## config.mk

```make
export PLATFORM = sky130hd
export DESIGN_NAME = morse_player
export DESIGN_NICKNAME = d
export VERILOG_FILES = /design/src/rtl/morse_player_pkg.sv /design/src/rtl/morse_unit_timer.sv /design/src/rtl/morse_player.sv
export SDC_FILE = /design/constraint.sdc
export NUM_CORES = 1
export LEC_CHECK = 0
export ABC_AREA = 1
export CORE_MARGIN = 2
export CORE_UTILIZATION = 50
export CTS_BUF_LIST = sky130_fd_sc_hd__clkbuf_2 sky130_fd_sc_hd__clkbuf_4 sky130_fd_sc_hd__clkbuf_8
export CTS_CLUSTER_SIZE = 30
export DETAILED_ROUTE_END_ITERATION = 7
export PLACE_DENSITY_LB_ADDON = 0.1
export SLEW_MARGIN = 0
export SYNTH_ARGS = -nofsm -noshare
export SYNTH_HDL_FRONTEND = slang
export SYNTH_SLANG_ARGS = --single-unit
```

## constraint.sdc

```tcl
create_clock -name clk -period 2.03 [get_ports clk]
set_input_delay 0.406 -clock clk [delete_from_list [all_inputs] [get_ports clk]]
set_output_delay 0.406 -clock clk [all_outputs]
set_load 0.1 [all_outputs]
```

## src/rtl/morse_player_pkg.sv

```systemverilog
// Shared Morse timing constants, codeword field positions and FSM state encoding.
// Pure definitions: no logic, no latency.
// No flow control of its own; imported by the player and its timer.
package morse_player_pkg;

  // Durations in Morse time units
  localparam logic [2:0] DOT_UNITS      = 3'd1;
  localparam logic [2:0] DASH_UNITS     = 3'd3;
  localparam logic [2:0] ELEM_GAP_UNITS = 3'd1;
  localparam logic [2:0] CHAR_GAP_UNITS = 3'd3;
  localparam logic [2:0] WORD_GAP_UNITS = 3'd7;

  // Codeword layout: [15:12] element count, [11:0] elements MSB first (1=dash)
  localparam int CNT_MSB   = 15;
  localparam int CNT_LSB   = 12;
  localparam int ELEM_MSB  = 11;
  localparam int MAX_ELEMS = 12;

  typedef enum logic [2:0] {
    S_IDLE     = 3'd0,
    S_MARK     = 3'd1,
    S_SPACE    = 3'd2,
    S_CHAR_GAP = 3'd3,
    S_WORD_GAP = 3'd4
  } state_e;

  // Counts above the element field width are played as a full field
  function automatic logic [3:0] clamp_count(input logic [3:0] cnt);
    if (cnt > 4'(MAX_ELEMS)) begin
      return 4'(MAX_ELEMS);
    end
    return cnt;
  endfunction

endpackage

```

## src/rtl/morse_unit_timer.sv

```systemverilog
// Prescaler emitting a one-cycle unit_tick_o every UNIT_CYCLES clocks.
// Tick is a decode of the count register; restart_i zeroes the count on the next edge.
// No backpressure: free-running, only restart_i alters its phase.
module morse_unit_timer #(
  parameter int UNIT_CYCLES = 5_000_000
) (
  input  logic clk,
  input  logic rst_l,
  input  logic restart_i,
  output logic unit_tick_o
);

  localparam int             CW   = $clog2(UNIT_CYCLES);
  localparam logic [CW-1:0]  LAST = CW'(UNIT_CYCLES - 1);

  logic [CW-1:0] cnt_q;

  // Count 0..UNIT_CYCLES-1, wrapping, and realign to 0 whenever the player changes state
  always_ff @(posedge clk or negedge rst_l) begin
    if (!rst_l) begin
      cnt_q <= '0;
    end else if (restart_i || (cnt_q == LAST)) begin
      cnt_q <= '0;
    end else begin
      cnt_q <= cnt_q + 1'b1;
    end
  end

  assign unit_tick_o = (cnt_q == LAST);

endmodule

```

## src/rtl/morse_player.sv

```systemverilog
// Plays one Morse codeword per character as timed on/off keying on morse_out.
// morse_out changes on the accept edge; done pulses on the first IDLE cycle after the trailing gap.
// code_ready is high only in IDLE, so the producer stalls for the whole character.
module morse_player #(
  parameter int UNIT_CYCLES = 5_000_000,
  parameter int DATA_WIDTH  = 16
) (
  input  logic                  clk,
  input  logic                  rst_l,
  input  logic [DATA_WIDTH-1:0] code_in,
  input  logic                  code_valid,
  output logic                  code_ready,
  output logic                  morse_out,
  output logic                  busy,
  output logic                  done
);

  import morse_player_pkg::*;

  state_e      state_q;
  logic [11:0] elems_q;     // remaining elements, current one at the MSB
  logic [3:0]  nelem_q;     // clamped element count of the word in flight
  logic [3:0]  idx_q;       // index of the element being played
  logic [2:0]  units_q;     // whole units already spent in the current state
  logic        morse_q;
  logic        done_q;

  logic        unit_tick;
  logic        unit_done;
  logic        accept;
  logic        restart;
  logic [2:0]  need_units;
  logic [3:0]  word_cnt;

  assign word_cnt = clamp_count(code_in[CNT_MSB:CNT_LSB]);
  assign accept   = code_valid && (state_q == S_IDLE);

  // Length of the current state in units
  always_comb begin
    need_units = DOT_UNITS;
    case (state_q)
      S_MARK:     need_units = elems_q[ELEM_MSB] ? DASH_UNITS : DOT_UNITS;
      S_SPACE:    need_units = ELEM_GAP_UNITS;
      S_CHAR_GAP: need_units = CHAR_GAP_UNITS;
      S_WORD_GAP: need_units = WORD_GAP_UNITS;
      default:    need_units = DOT_UNITS;
    endcase
  end

  // Every state change is either an accept or the end of a timed state
  assign unit_done = (state_q != S_IDLE) && unit_tick && (units_q == need_units - 3'd1);
  assign restart   = accept || unit_done;

  morse_unit_timer #(
    .UNIT_CYCLES (UNIT_CYCLES)
  ) u_timer (
    .clk         (clk),
    .rst_l       (rst_l),
    .restart_i   (restart),
    .unit_tick_o (unit_tick)
  );

  // Player FSM: outputs are registered on the same edge as the state they belong to
  always_ff @(posedge clk or negedge rst_l) begin
    if (!rst_l) begin
      state_q <= S_IDLE;
      elems_q <= '0;
      nelem_q <= '0;
      idx_q   <= '0;
      units_q <= '0;
      morse_q <= 1'b0;
      done_q  <= 1'b0;
    end else begin
      done_q <= 1'b0;
      case (state_q)
        S_IDLE: begin
          if (accept) begin
            elems_q <= code_in[ELEM_MSB:0];
            nelem_q <= word_cnt;
            idx_q   <= '0;
            units_q <= '0;
            if (word_cnt != 4'd0) begin
              state_q <= S_MARK;
              morse_q <= 1'b1;
            end else begin
              state_q <= S_WORD_GAP;
              morse_q <= 1'b0;
            end
          end
        end
        S_MARK: begin
          if (unit_done) begin
            units_q <= '0;
            morse_q <= 1'b0;
            if (idx_q < nelem_q - 4'd1) begin
              state_q <= S_SPACE;
              idx_q   <= idx_q + 4'd1;
              elems_q <= elems_q << 1;
            end else begin
              state_q <= S_CHAR_GAP;
            end
          end else if (unit_tick) begin
            units_q <= units_q + 3'd1;
          end
        end
        S_SPACE: begin
          if (unit_done) begin
            units_q <= '0;
            morse_q <= 1'b1;
            state_q <= S_MARK;
          end else if (unit_tick) begin
            units_q <= units_q + 3'd1;
          end
        end
        S_CHAR_GAP, S_WORD_GAP: begin
          if (unit_done) begin
            units_q <= '0;
            state_q <= S_IDLE;
            done_q  <= 1'b1;
          end else if (unit_tick) begin
            units_q <= units_q + 3'd1;
          end
        end
        default: begin
          state_q <= S_IDLE;
          morse_q <= 1'b0;
        end
      endcase
    end
  end

  assign code_ready = (state_q == S_IDLE);
  assign busy       = (state_q != S_IDLE);
  assign morse_out  = morse_q;
  assign done       = done_q;

endmodule

```

After elaboration in Yosys (flattened, before gate mapping):

Cells that the tools add are included.

* register bits: 51

* $add $sub $neg: 5
* magnitude comparators: 2
* equal/unequal tests: 12
* mux-type cells: 32
* bitwise logic cells: 1
* reduce and logical (&&, ||, !) cells: 17

Operators by type and width (count)
* $mux 12: 3
* $mux 3: 8
* $pmux 12 s2: 1
* $add 23x1->23 const B: 1
* $eq 23x23->1 const B: 1
* $mux 23: 1
* $mux 4: 5
* $pmux 3 s4: 1
* $reduce_and 4->1: 3
* $pmux 3 s3: 1
* $mux 1: 8
* $ne 2x2->1 const B: 4
* $pmux 4 s2: 1
* $eq 3x2->1 const B: 2
* $pmux 3 s2: 1
* $add 4x1->4 const B: 1
* $gt 4x4->1 const B: 1
* $lt 4x4->1: 1
* $pmux 1 s4: 1
* $reduce_bool 2->1: 2
* $reduce_bool 4->1: 1
* $reduce_or 4->1: 1
* $sub 4x1->4 const B: 1
* $add 3x1->3 const B: 1
* 15 further kinds: 18

Longest topological paths before layout:

Gate-level depths: netlist of the first run.

* depth after elaboration: 8
* gate-level depth with buffers: 14
* depth with buffers taken out: 12

By module:

Synthesis of the first run repeated with hierarchy kept, for this count alone.

* cell total of the unflattened synthesis: 404
* area total of the unflattened synthesis: 3209.3 sq um

By module, submodules not included
* morse_player: instances 1, cells an instance 186, area an instance 1704.1 sq um, sequential area each 700.7 sq um
* morse_unit_timer: instances 1, cells an instance 218, area an instance 1505.2 sq um, sequential area each 575.6 sq um

Least setup slack after synthesis of the first run:

No wires, ideal clock.

* kind: flip-flop to flip-flop
* start point: register state_q[1]
* end point: register elems_q[10]
* arrival time: 2.836 ns
* required time: 1.914 ns
* slack: -0.923 ns
* cell stages (with the launch flop): 12
* path buffers: 1
* period minus slack after synthesis: 2.953 ns
* cells stage by stage: dfrtp_1 -> nor2_2 -> inv_2 -> nor2_2 -> inv_2 -> nor2_4 -> inv_1 -> nand2_1 -> nor2_4 -> buf_4 -> nand2_1 -> nand2_1

* elaborated cells between the ends (all ways): 17
* those cells by class: add/sub (1); eq/ne (7); mux (2); reduce/logical (7)

RTL lines
* from (decl): RTL line morse_player.sv:20 `state_e state_q;`
* from (signal assigned): RTL line morse_player.sv:66 `state_q <= S_IDLE;`
* from (signal assigned): RTL line morse_player.sv:83 `state_q <= S_MARK;`
* from (signal assigned): RTL line morse_player.sv:86 `state_q <= S_WORD_GAP;`
* $logic_not 3->1 *
* via code_ready: RTL line morse_player.sv:12 `output logic code_ready,`
* $logic_and 1x1->1: RTL line morse_player.sv:36 `assign accept = code_valid && (state_q == S_IDLE);`
* $ne 2x1->1 (no line)
* $reduce_and 4->1 (no line)
* to (signal assigned): RTL line morse_player.sv:78 `elems_q <= code_in[ELEM_MSB:0];`
* to (signal assigned): RTL line morse_player.sv:98 `elems_q <= elems_q << 1;`
* to (decl): RTL line morse_player.sv:21 `logic [11:0] elems_q;`

The timed path passes the listed nets; every way through them passes the cells marked *.
A chain may end at the register's enable or synchronous reset.

Final worst setup path of the first run:

* start point: register nelem_q[0]
* end point: register idx_q[0]

* longest elaborated chain between the ends: 4

Ends and longest elaborated chain
* from (decl): RTL line morse_player.sv:22 `logic [3:0] nelem_q;`
* from (signal assigned): RTL line morse_player.sv:79 `nelem_q <= word_cnt;`
* $sub 4x1->4: RTL line morse_player.sv:95 `if (idx_q < nelem_q - 4'd1) begin`
* $lt 4x4->1: RTL line morse_player.sv:95
* $ne 2x2->1 (no line)
* $reduce_and 4->1 (no line)
* to (signal assigned): RTL line morse_player.sv:97 `idx_q <= idx_q + 4'd1;`
* to (decl): RTL line morse_player.sv:23 `logic [3:0] idx_q;`

No other way between the ends.

==> Flow_metrics.wiki, run 1 <==
{| class="wikitable"
! Metric !! Value
|-
| CP Max Fanout || 7
|-
| Routability congestion estimate || 0.8441
|-
| Vias after detailed routing || 2583
|-
| Clock slew at the register clock pins of the worst setup and hold paths || ~0.090 ns
|-
| Final max-slew violation count || 0
|-
| Num rows || 28
|-
| Period Utilization, post-route || 0.9393
|-
| Antenna fix cells || 0
|-
| X dimension of the die || 81.22 um
|-
| CP Capture Type || flop
|-
| P_leak || 1.741 nW
|-
| Worst supply voltage drop on vdd || approximately 1.2 mV
|-
| Util after Layout || 0.6210
|-
| Total track usage || 0.2080
|-
| Overall overflow remaining after global route || 0
|-
| Port Buffers || 22
|-
| Layout cell share with drive strength beyond 1 || 0.1467
|-
| Layout-stage area growth over the synthesis result || 21.86%
|-
| Per-cell via count in the routed design || 4.986
|-
| First-pass GRT wire length || 10740 um
|-
| Setup Viol. Count Final || 0
|-
| Die Height || 81.22 um
|-
| Count of filler cells inserted in the layout || 527
|-
| Number of distinct library cell variants in the gate-level netlist after synthesis || 35
|-
| 1st-iter DRT viols || around 100
|-
| Max Freq || 524.5 MHz
|-
| Clock insertion delay at the later pin of the skew report || approximately 0.30 ns
|-
| Path category of the worst min-delay check || primary input to async pin
|-
| Dominant cells by area after synthesis || sky130_fd_sc_hd__dfrtp_1, sky130_fd_sc_hd__nand2_1, sky130_fd_sc_hd__nor2_1
|-
| Transition time of the tightest slew-check pin || around 0.46 ns
|-
| Final Instance Count excl. Fillers || 518
|-
| Data arrival time of the worst path || 2.15 ns
|-
| Clock tree from TritonCTS || built
|-
| Synthesized net count || 430
|-
| Setup repair after global routing missed its margin || true
|-
| Effective utilization at floorplan || 0.5096
|-
| Cell at the root of the clock tree || sky130_fd_sc_hd__clkbuf_8
|-
| Share of Yosys cell area claimed by the top area cell type || 0.4280
|-
| CP Launch Type || flop
|-
| Max capacitance violation total || 0
|-
| Worst Path Class, Setup || flop to flop
|-
| Number of buffers on the longest clock path || 2
|-
| Netlist area before placement || 0.002982 sq mm
|-
| CTS Buf Count || 5
|-
| Mean instance size in the synthesized netlist || 7.380 sq um
|-
| Detailed Routing Iterations Pass 1 || 4
|-
| Inst Count DP || 507
|-
| Yosys reg bits || 51
|-
| Pwr dens || 1351 mW/mm^2
|-
| Detailed placement HPWL || 4506 um
|-
| Number of clock sinks || 51
|-
| Number of DRC violations after detailed routing || 0
|-
| Maximum number of pins on one net before global-route repair || 34
|-
| Wire per inst || 11.88 um
|-
| Final net count || 469
|-
| Remaining antenna violation count after routing || 0
|-
| Result of the run || complete, no violations
|-
| Core Footprint || 0.005851 sq mm
|-
| Top Ports || 23
|-
| Die area || 0.006597 sq mm
|-
| Post-synth top area cell || sky130_fd_sc_hd__dfrtp_1
|-
| Via count of the first global-routing pass || 2442
|-
| Data required time at the worst endpoint || 2.28 ns
|-
| Finished layout cell area || approximately 0.0036 sq mm
|-
| Setup clock skew after layout || 0.005827 ns
|-
| Instance area after placement || 0.003426 sq mm
|-
| Count of yosys warnings during synthesis || 0
|-
| Final critical-path required period || 1.907 ns
|-
| Total wire length || just over 6000 um
|-
| Sequential-to-total area share from yosys stat || 0.4280
|-
| Gate Count Post-Synth || just over 400
|-
| H-tree lvl count || 2
|-
| Rel. slew slack || 0.6955
|-
| Hold violation total from the final report || 0
|-
| Number of antenna violations at the first check in global routing || 0
|}
[critical path: stages (launching register included)]
cell and delay (ns):
sky130_fd_sc_hd__dfrtp_1 0.43, sky130_fd_sc_hd__inv_2 0.09, sky130_fd_sc_hd__ha_4 0.20, sky130_fd_sc_hd__ha_1 0.26, sky130_fd_sc_hd__o21ai_1 0.07, sky130_fd_sc_hd__nand2_1 0.08
sky130_fd_sc_hd__nand3_2 0.07, sky130_fd_sc_hd__o2111ai_2 0.10, sky130_fd_sc_hd__nand2_2 0.11, sky130_fd_sc_hd__inv_2 0.04, sky130_fd_sc_hd__nor2_4 0.14, sky130_fd_sc_hd__clkbuf_16 0.17
sky130_fd_sc_hd__nand2_1 0.04, sky130_fd_sc_hd__nand2_1 0.06
[Yosys cell counts (all sizes together)]
library cell / instances
nor2: 55
xnor2: 3
o2111ai: 1
o211ai: 2
a21oi: 9
o21a: 3
nor3b: 8
o22ai: 3
nor3: 14
a31oi: 2
dfrtp: 51
xor2: 6
o21ai: 6
nand4: 4
inv: 46
nor4: 2
buf: 4
o31ai: 3
clkbuf: 3
nand2: 148
nand3b: 1
nand3: 22
ha: 7
or2: 1
[layer usage]
| layer | share of wire | vias up | track usage |
|---|---|---|---|
| li1 | - | 1354 | - |
| met1 | 0.49 | 1195 | 0.2870 |
| met2 | 0.47 | 27 | 0.3372 |
| met3 | 0.027 | 7 | 0.04111 |
| met4 | 0.010 | 0 | 0.05085 |
| met5 | 0 | - | 0 |
[placed cells by master, fill, tap and decap left out, drive strengths merged, types with 2 or more instances in the layout]
| cell type | count |
|---|---|
| clkdlybuf4s50 | 17 |
| nor3 | 14 |
| a21oi | 9 |
| nor3b | 8 |
| xor2 | 6 |
| nand3 | 22 |
| a31oi | 2 |
| inv | 46 |
| nand2 | 148 |
| nand4 | 4 |
| o211ai | 2 |
| o22ai | 3 |
| dfrtp | 51 |
| ha | 7 |
| xnor2 | 3 |
| o21ai | 6 |
| clkbuf | 7 |
| buf | 21 |
| o21a | 3 |
| nor4 | 2 |
| o31ai | 3 |
| nor2 | 55 |
[sequential cells by signal, indices dropped and copies added (netlist names)]
signal         count
u_timer.cnt_q     23
morse_out          1
state_q            3
elems_q           12
idx_q              4
units_q            3
done               1
nelem_q            4
[cell type report]
class | count | area (sq um) | area share
clock buffer | 6 | 76.32 | 0.02101
clock inverter | 1 | 30.03 | 0.008264
inverter | 46 | 180.2 | 0.04959
multi-input combinational | 300 | 1563 | 0.4301
sequential | 51 | 1277 | 0.3516
tap | 75 | 93.84 | 0.02583
timing repair buffer | 39 | 412.9 | 0.1136
[repair_timing]
action / 4_1_cts / 5_1_grt
setup endpoints to repair: 0 / 16
gates resized for setup: 0 / 14
setup buffers: 0 / 3
hold buffers: 0 / 0
[metrics by stage]
stage          setup WS [ns]  hold WS [ns]  total power [mW]   TNS, ns
4_1_cts               0.1042       0.04684             4.703         0
3_3_place_gp          0.1574        0.3774             3.943         0
2_1_floorplan        -0.1066        0.1104             3.316    -2.065
6_report              0.1233       0.03568             4.909         0
5_1_grt             -0.01208       0.06561             5.341  -0.07041
3_5_place_dp          0.1402        0.3805             3.983         0
[power breakdown]
group	switching [mW]	internal [mW]
sequential	0.206	1.28
clock	0.329	0.375
combinational	1.64	1.08
[kinds of logic after synthesis]
group           share of synthesized area
simple gates                       0.3861
buf+inv                           0.07134
flops                              0.4280
compound gates                    0.05874
xor+xnor                          0.02644
fa+ha+maj                         0.02937
[final timing paths]
| path | from | end | slack [ns] | depth (start not counted) |
|---|---|---|---|---|
| max in group asynchronous | rst_l | state_q[1] | 1.45 | 2 |
| worst min-delay path | rst_l | units_q[0] | 0.04 | 1 |
| worst min register to register | morse_out | morse_out | 0.48 | 2 |
| worst max register to register | nelem_q[0] | idx_q[0] | 0.12 | 13 |
| worst max-delay path | nelem_q[0] | idx_q[0] | 0.12 | 13 |
| min in group clk | morse_out | morse_out | 0.48 | 2 |
No activity file was read; power rests on OpenSTA's default activity.
==> run 2: changes to the inputs <==
--- a/config.mk
+++ b/config.mk
@@ -9,9 +9,11 @@
 export CORE_MARGIN = 2
 export CORE_UTILIZATION = 50
 export CTS_BUF_LIST = sky130_fd_sc_hd__clkbuf_2 sky130_fd_sc_hd__clkbuf_4 sky130_fd_sc_hd__clkbuf_8
+export CTS_CLUSTER_DIAMETER = 40
 export CTS_CLUSTER_SIZE = 30
 export DETAILED_ROUTE_END_ITERATION = 7
 export PLACE_DENSITY_LB_ADDON = 0.1
+export SETUP_SLACK_MARGIN = 0.2
 export SLEW_MARGIN = 0
 export SYNTH_ARGS = -nofsm -noshare
 export SYNTH_HDL_FRONTEND = slang
==> run 2 against run 1 <==
  * The flow now finishes with violations (hold timing)
  * Register-to-register slack got worse by 0.06 ns
  * First-iteration DRC count is 13% higher
  * Worst setup slack worse by 0.055 ns
  * Hold slack got worse by 0.045 ns
  * Sequential share of layout area down 4.1 points
  * Critical endpoint is now idx_q[2]
  * Largest power group unchanged
==> Flow_metrics.wiki, run 2 (synthesis gave the netlist of run 1 again) <==
{| class="wikitable"
! Metric !! Value
|-
| Result of the run || complete, but fails checks (was complete, no violations)
|-
| Violated checks || hold timing
|-
| Dpl ws || 0.08838 ns (was 0.1402 ns)
|-
| Worst supply voltage drop on vdd || 1.414 mV (was 1.183 mV)
|-
| Count of filler cells inserted in the layout || 443 (was 527)
|-
| Data arrival time of the worst path || 2.22 ns (was 2.15 ns)
|-
| Port Buffers || 22 (unchanged)
|-
| Max capacitance violation total || 0 (unchanged)
|-
| Vias after detailed routing || 2799 (was 2583)
|-
| Maximum number of pins on one net before global-route repair || 39 (was 34)
|-
| Clock slew at the register clock pins of the worst setup and hold paths || 0.10 ns (was 0.09 ns)
|-
| Via count of the first global-routing pass || 2571 (was 2442)
|-
| Core Footprint || 0.005851 sq mm (unchanged)
|-
| Final max-slew violation count || 0 (unchanged)
|-
| Detailed placement HPWL || 4638 um (was 4506 um)
|-
| Num rows || 28 (unchanged)
|-
| Layout-stage area growth over the synthesis result || 38.40% (was 21.86%)
|-
| Data required time at the worst endpoint || 2.29 ns (was 2.28 ns)
|-
| Setup ws final || 0.06796 ns (was 0.1233 ns)
|-
| Number of flip-flops under the largest register name || 23 (unchanged)
|-
| Remaining antenna violation count after routing || 0 (unchanged)
|-
| CP Capture Type || flop (unchanged)
|-
| Slowest cell delay on critical path || 0.41 ns (was 0.43 ns)
|-
| CTS Buf Count || 5 (unchanged)
|-
| Total track usage || 0.2295 (was 0.2080)
|-
| Wire per inst || 13.86 um (was 11.88 um)
|-
| Clock tree from TritonCTS || built (unchanged)
|-
| Number of clock sinks || 51 (unchanged)
|-
| Biggest regs || u_timer.cnt_q x23, elems_q x12 (unchanged)
|-
| X dimension of the die || 81.22 um (unchanged)
|-
| Max Freq || 509.7 MHz (was 524.5 MHz)
|-
| Cell at the root of the clock tree || sky130_fd_sc_hd__clkbuf_8 (unchanged)
|-
| Period Utilization, post-route || 0.9665 (was 0.9393)
|-
| Overall overflow remaining after global route || 0 (unchanged)
|-
| Post-Route Hold Slack || -0.009657 ns (was 0.03568 ns)
|-
| Clock insertion delay at the later pin of the skew report || 0.31 ns (was 0.30 ns)
|-
| Final critical-path required period || 1.962 ns (was 1.907 ns)
|-
| Number of DRC violations after detailed routing || 0 (unchanged)
|-
| Number of buffers on the longest clock path || 2 (unchanged)
|-
| Setup repair after global routing missed its margin || true (unchanged)
|-
| Transition time of the tightest slew-check pin || 0.3678 ns (was 0.4567 ns)
|-
| CP Max Fanout || 7 (unchanged)
|-
| Overall power consumption || 5.861 mW (was 4.909 mW)
|-
| Routability congestion estimate || 0.9405 (was 0.8441)
|-
| Final net count || 489 (was 469)
|-
| Top Ports || 23 (unchanged)
|-
| Cells along the critical path || nor3_2 > xnor2_1 > ha_1 > nand3_2 > o2111ai_2 > nand2_2 > inv_2 > nor2_4 > clkbuf_16 > nand2_2 > nand2_1 (was inv_2 > ha_4 > ha_1 > o21ai_1 > nand2_1 > nand3_2 > o2111ai_2 > nand2_2 > inv_2 > nor2_4 > clkbuf_16 > nand2_1 > nand2_1)
|-
| Worst Path Class, Setup || flop to flop (unchanged)
|-
| Reg with most FFs || u_timer.cnt_q (unchanged)
|-
| Number of antenna violations at the first check in global routing || 0 (unchanged)
|-
| Rel. slew slack || 0.7548 (was 0.6955)
|-
| CP most frequent cell || sky130_fd_sc_hd__nand2_2 (was sky130_fd_sc_hd__nand2_1)
|-
| Final Instance Count excl. Fillers || 539 (was 518)
|-
| Antenna fix cells || 0 (unchanged)
|-
| 1st-iter DRT viols || 118 (was 104)
|-
| Path category of the worst min-delay check || primary input to async pin (unchanged)
|-
| Worst setup slack for register-to-register paths || 0.07 ns (was 0.12 ns)
|-
| Total wire length || 7469 um (was 6152 um)
|-
| Detailed Routing Iterations Pass 1 || 4 (unchanged)
|-
| CP Launch Type || flop (unchanged)
|-
| P_leak || 1.970 nW (was 1.741 nW)
|-
| Pwr dens || 1420 mW/mm^2 (was 1351 mW/mm^2)
|-
| Commonest non-fill, non-tap cell in the layout || sky130_fd_sc_hd__nand2_1 (unchanged)
|-
| Highest-count cells in the layout ignoring fill and taps || sky130_fd_sc_hd__nand2_1, sky130_fd_sc_hd__dfrtp_1, sky130_fd_sc_hd__nor2_1 (unchanged)
|-
| Setup clock skew after layout || 0.01403 ns (was 0.005827 ns)
|-
| Multi-input combinational cell area || 0.001869 sq mm (was 0.001563 sq mm)
|-
| First-pass GRT wire length || 11650 um (was 10740 um)
|-
| Setup Viol. Count Final || 0 (unchanged)
|-
| Die area || 0.006597 sq mm (unchanged)
|-
| Reg area || 0.001281 sq mm (was 0.001277 sq mm)
|-
| Die Height || 81.22 um (unchanged)
|-
| Hold violation total from the final report || 13 (was 0)
|-
| Effective utilization at floorplan || 0.5096 (unchanged)
|-
| Cell with the largest stage delay on the worst path || sky130_fd_sc_hd__dfrtp_1 (unchanged)
|-
| H-tree lvl count || 2 (unchanged)
|-
| Inst Count DP || 505 (was 507)
|-
| Layout cell share with drive strength beyond 1 || 0.3233 (was 0.1467)
|-
| Per-cell via count in the routed design || 5.193 (was 4.986)
|}
==> run 2: layout make-up <==
cell class                 instances  share of cell area
tap                               75             0.02274
multi-input combinational        301              0.4530
clock inverter                     2            0.008490
inverter                          46             0.04427
sequential                        51              0.3105
timing repair buffer              58              0.1410
clock buffer                       6             0.02001
==> run 2: repair_timing <==
action,CTS,global route
cloned,2,0
setup buffers,11,13
hold endpoints to repair,0,0
hold buffers,0,0
pin swaps,26,38
gates resized for setup,34,71
endpoints found under the setup margin,19,33
==> run 2: power breakdown <==
group / total [mW] / internal, mW / switching, mW
combinational: 3.58 / 1.47 / 2.11
sequential: 1.53 / 1.29 / 0.241
clock: 0.757 / 0.400 / 0.357
==> run 2: critical path, delay by kind of cell, from the launching register on <==
family | cells | cell delay [ns]
AOI/OAI and AO/OA | 1 | 0.10
xor gates and xnor gates | 1 | 0.15
adders and majority gates | 1 | 0.29
buffers and inverters | 2 | 0.25
DFF | 1 | 0.41
and+or+nand+nor | 6 | 0.71
==> run 2: worst paths after layout <==
path / start / to / cells past startpoint
setup / recovery: nelem_q[2] / idx_q[2] / 11
hold / removal: rst_l / units_q[2] / 1
setup reg to reg: nelem_q[2] / idx_q[2] / 11
hold reg to reg: morse_out / morse_out / 2
max in group asynchronous: rst_l / elems_q[5] / 2
min in group clk: morse_out / morse_out / 2
==> run 2: through the flow <==
stage,utilization,hold WS (ns),cell area (sq um),setup TNS [ns]
global placement,0.5834,0.3381,3413,0
global route,0.7053,0.004854,4126,-0.5555
detailed placement,0.5834,0.3402,3413,0
finish,0.7053,-0.009657,4126,0
floorplan,-,0.1104,3013,-2.062
CTS,0.6441,0.002671,3769,0
==> run 2: layer usage <==
metal  track usage  up-vias  wire length (um)
met1        0.3053     1333              3362
met4       0.08136        0               112
met5             0        -                 0
met3       0.04556       13               221
met2        0.3727       52              3772
li1              -     1401                 -
==> run 3: changes to the inputs <==
--- a/config.mk
+++ b/config.mk
@@ -12,6 +12,7 @@
 export CTS_CLUSTER_DIAMETER = 40
 export CTS_CLUSTER_SIZE = 30
 export DETAILED_ROUTE_END_ITERATION = 7
+export DONT_BUFFER_PORTS = 1
 export PLACE_DENSITY_LB_ADDON = 0.1
 export SETUP_SLACK_MARGIN = 0.2
 export SLEW_MARGIN = 0
==> run 3 against run 2 <==
  * The run now ends clean
  * First-iteration DRC count fell by 22%
  * Non-clock buffer count fell by 20
  * Sequential power fell by 3%
  * Routed wire length fell by 6.7%
  * Worst setup slack got worse by 0.020 ns
  * Hold slack improved by 0.21 ns
  * Sequential share of layout area rose by 2.4 points
  * Largest cell class unchanged
  * Via count fell by 6.2%
  * Highest routed layer unchanged
  * Combinational power fell by 8.7%
  * Die area did not move
==> Flow_metrics.wiki, run 3 (synthesis gave the netlist of run 1 again) <==
{| class="wikitable"
! Metric !! Value
|-
| Result of the run || complete, no violations (was complete, but fails checks)
|-
| CTS Buf Count || 5 (unchanged)
|-
| Final net count || 468 (was 489)
|-
| Die area || 0.006597 sq mm (unchanged)
|-
| Overall power consumption || 5.604 mW (was 5.861 mW)
|-
| Crit path from || nelem_q[1] (was nelem_q[2])
|-
| Transition time of the tightest slew-check pin || 0.2980 ns (was 0.3678 ns)
|-
| Clock slew at the register clock pins of the worst setup and hold paths || 0.11 ns (was 0.10 ns)
|-
| Period Utilization, post-route || 0.9764 (was 0.9665)
|-
| Worst supply voltage drop on vdd || 1.237 mV (was 1.414 mV)
|-
| Layout-stage area growth over the synthesis result || 28.03% (was 38.40%)
|-
| Highest-count cells in the layout ignoring fill and taps || sky130_fd_sc_hd__nand2_1, sky130_fd_sc_hd__dfrtp_1, sky130_fd_sc_hd__nor2_1 (unchanged)
|-
| Post-Route Hold Slack || 0.1993 ns (was -0.009657 ns)
|-
| Clock insertion delay at the later pin of the skew report || 0.32 ns (was 0.31 ns)
|-
| Routability congestion estimate || 0.8105 (was 0.9405)
|-
| Data arrival time of the worst path || 2.24 ns (was 2.22 ns)
|-
| Total negative slack || 0 ns (unchanged)
|-
| Rel. slew slack || 0.7998 (was 0.7548)
|-
| Count of filler cells inserted in the layout || 492 (was 443)
|-
| H-tree lvl count || 2 (unchanged)
|-
| Antenna fix cells || 0 (unchanged)
|-
| Setup ws final || 0.04795 ns (was 0.06796 ns)
|-
| Data required time at the worst endpoint || 2.28 ns (was 2.29 ns)
|-
| Number of clock sinks || 51 (unchanged)
|-
| Wire per inst || 13.45 um (was 13.86 um)
|-
| Number of antenna violations at the first check in global routing || 0 (unchanged)
|-
| Reg2Reg Launch Point || nelem_q[1] (was nelem_q[2])
|-
| Vias after detailed routing || 2626 (was 2799)
|-
| Biggest regs || u_timer.cnt_q x23, elems_q x12 (unchanged)
|-
| Per-cell via count in the routed design || 5.069 (was 5.193)
|-
| Commonest non-fill, non-tap cell in the layout || sky130_fd_sc_hd__nand2_1 (unchanged)
|-
| Total track usage || 0.2204 (was 0.2295)
|-
| Reg with most FFs || u_timer.cnt_q (unchanged)
|-
| CP Launch Type || flop (unchanged)
|-
| Final critical-path required period || 1.982 ns (was 1.962 ns)
|-
| Core Footprint || 0.005851 sq mm (unchanged)
|-
| Layout cell share with drive strength beyond 1 || 0.2754 (was 0.3233)
|-
| Number of DRC violations after detailed routing || 0 (unchanged)
|-
| Setup clock skew after layout || 0.01020 ns (was 0.01403 ns)
|-
| Maximum number of pins on one net before global-route repair || 52 (was 39)
|-
| Overall overflow remaining after global route || 0 (unchanged)
|-
| Detailed Routing Iterations Pass 1 || 4 (unchanged)
|-
| Number of flip-flops under the largest register name || 23 (unchanged)
|-
| Pwr dens || 1468 mW/mm^2 (was 1420 mW/mm^2)
|-
| X dimension of the die || 81.22 um (unchanged)
|-
| Max Freq || 504.5 MHz (was 509.7 MHz)
|-
| Detailed placement HPWL || 4283 um (was 4638 um)
|-
| Die Height || 81.22 um (unchanged)
|-
| CP Max Fanout || 8 (was 7)
|-
| Worst hold start || code_in[0]
|-
| P_leak || 1.845 nW (was 1.970 nW)
|-
| Num rows || 28 (unchanged)
|-
| Path category of the worst min-delay check || primary input to flop (was primary input to async pin)
|-
| Remaining antenna violation count after routing || 0 (unchanged)
|-
| Number of buffers on the longest clock path || 2 (unchanged)
|-
| Dpl ws || -0.02720 ns (was 0.08838 ns)
|-
| Via count of the first global-routing pass || 2461 (was 2571)
|-
| Worst Path Class, Setup || flop to flop (unchanged)
|-
| Clock tree from TritonCTS || built (unchanged)
|-
| Setup Viol. Count Final || 0 (unchanged)
|-
| Final max-slew violation count || 0 (unchanged)
|-
| Instance area after placement || 0.003173 sq mm (was 0.003413 sq mm)
|-
| Port Buffers || 0 (was 22)
|-
| Setup repair after global routing missed its margin || true (unchanged)
|-
| CP Capture Type || flop (unchanged)
|-
| Total wire length || 6967 um (was 7469 um)
|-
| Cell at the root of the clock tree || sky130_fd_sc_hd__clkbuf_8 (unchanged)
|-
| Max capacitance violation total || 0 (unchanged)
|-
| Top Ports || 23 (unchanged)
|-
| First-pass GRT wire length || 11300 um (was 11650 um)
|-
| Hold violation total from the final report || 0 (was 13)
|-
| Effective utilization at floorplan || 0.5096 (unchanged)
|-
| 1st-iter DRT viols || 92 (was 118)
|-
| Finished layout cell area || 0.003817 sq mm (was 0.004126 sq mm)
|}
-- run 3: path summary, 6_finish.rpt --
check	slack, ns	cells after the start	end
max	0.05	14	elems_q[5]
min	0.20	2	elems_q[0]
max reg2reg	0.05	14	elems_q[5]
min reg2reg	0.48	2	elems_q[10]
max in group asynchronous	1.19	2	state_q[1]
min in group asynchronous	0.61	2	nelem_q[2]
-- run 3: worst max-delay path, cell delays in order, from the launching register on --
cell and delay (ns):
sky130_fd_sc_hd__dfrtp_1 0.43, sky130_fd_sc_hd__inv_2 0.10, sky130_fd_sc_hd__ha_4 0.22, sky130_fd_sc_hd__ha_4 0.23, sky130_fd_sc_hd__o21ai_1 0.07, sky130_fd_sc_hd__nand2_1 0.08
sky130_fd_sc_hd__nand3_2 0.08, sky130_fd_sc_hd__o2111ai_2 0.10, sky130_fd_sc_hd__nand2_2 0.10, sky130_fd_sc_hd__inv_2 0.04, sky130_fd_sc_hd__nor2_4 0.12, sky130_fd_sc_hd__buf_6 0.11
sky130_fd_sc_hd__buf_12 0.12, sky130_fd_sc_hd__nand2_1 0.05, sky130_fd_sc_hd__nand2_1 0.06
-- run 3: final cells by class --
| cell class | instances | area [sq um] | area share |
|---|---|---|---|
| tap | 75 | 93.84 | 0.02458 |
| clock inverter | 3 | 67.56 | 0.01770 |
| inverter | 46 | 180.2 | 0.04720 |
| clock buffer | 5 | 68.82 | 0.01803 |
| sequential | 51 | 1279 | 0.3350 |
| multi-input combinational | 300 | 1744 | 0.4569 |
| timing repair buffer | 38 | 384.1 | 0.1006 |
-- run 3: routing by layer --
| metal | vias to the layer above | GRT usage | routed length, um |
|---|---|---|---|
| li1 | 1358 | - | - |
| met1 | 1223 | 0.2936 | 3225 |
| met2 | 32 | 0.3653 | 3453 |
| met3 | 13 | 0.04111 | 163 |
| met4 | 0 | 0.06610 | 124 |
| met5 | - | 0 | 0 |
-- run 3: through the flow --
stage / cells / util
floorplan: 404 / -
global placement: 485 / 0.5423
detailed placement: 485 / 0.5423
CTS: 508 / 0.6116
global route: 518 / 0.6525
finish: 518 / 0.6525
-- run 3: repair_timing --
item                       4_1_cts  5_1_grt
cloned                           1        0
hold buffers                     2        0
setup buffers                   12       10
resized for setup               26       46
hold endpoints to repair        51        0
setup endpoints to repair       20       35
pin swaps                       13       28
-- run 3: power breakdown --
part,leakage [nW],internal (mW),switching (mW)
clock network,0.0644,0.492,0.371
logic,1.11,1.33,1.94
registers,0.674,1.28,0.193
total,1.84,3.10,2.50
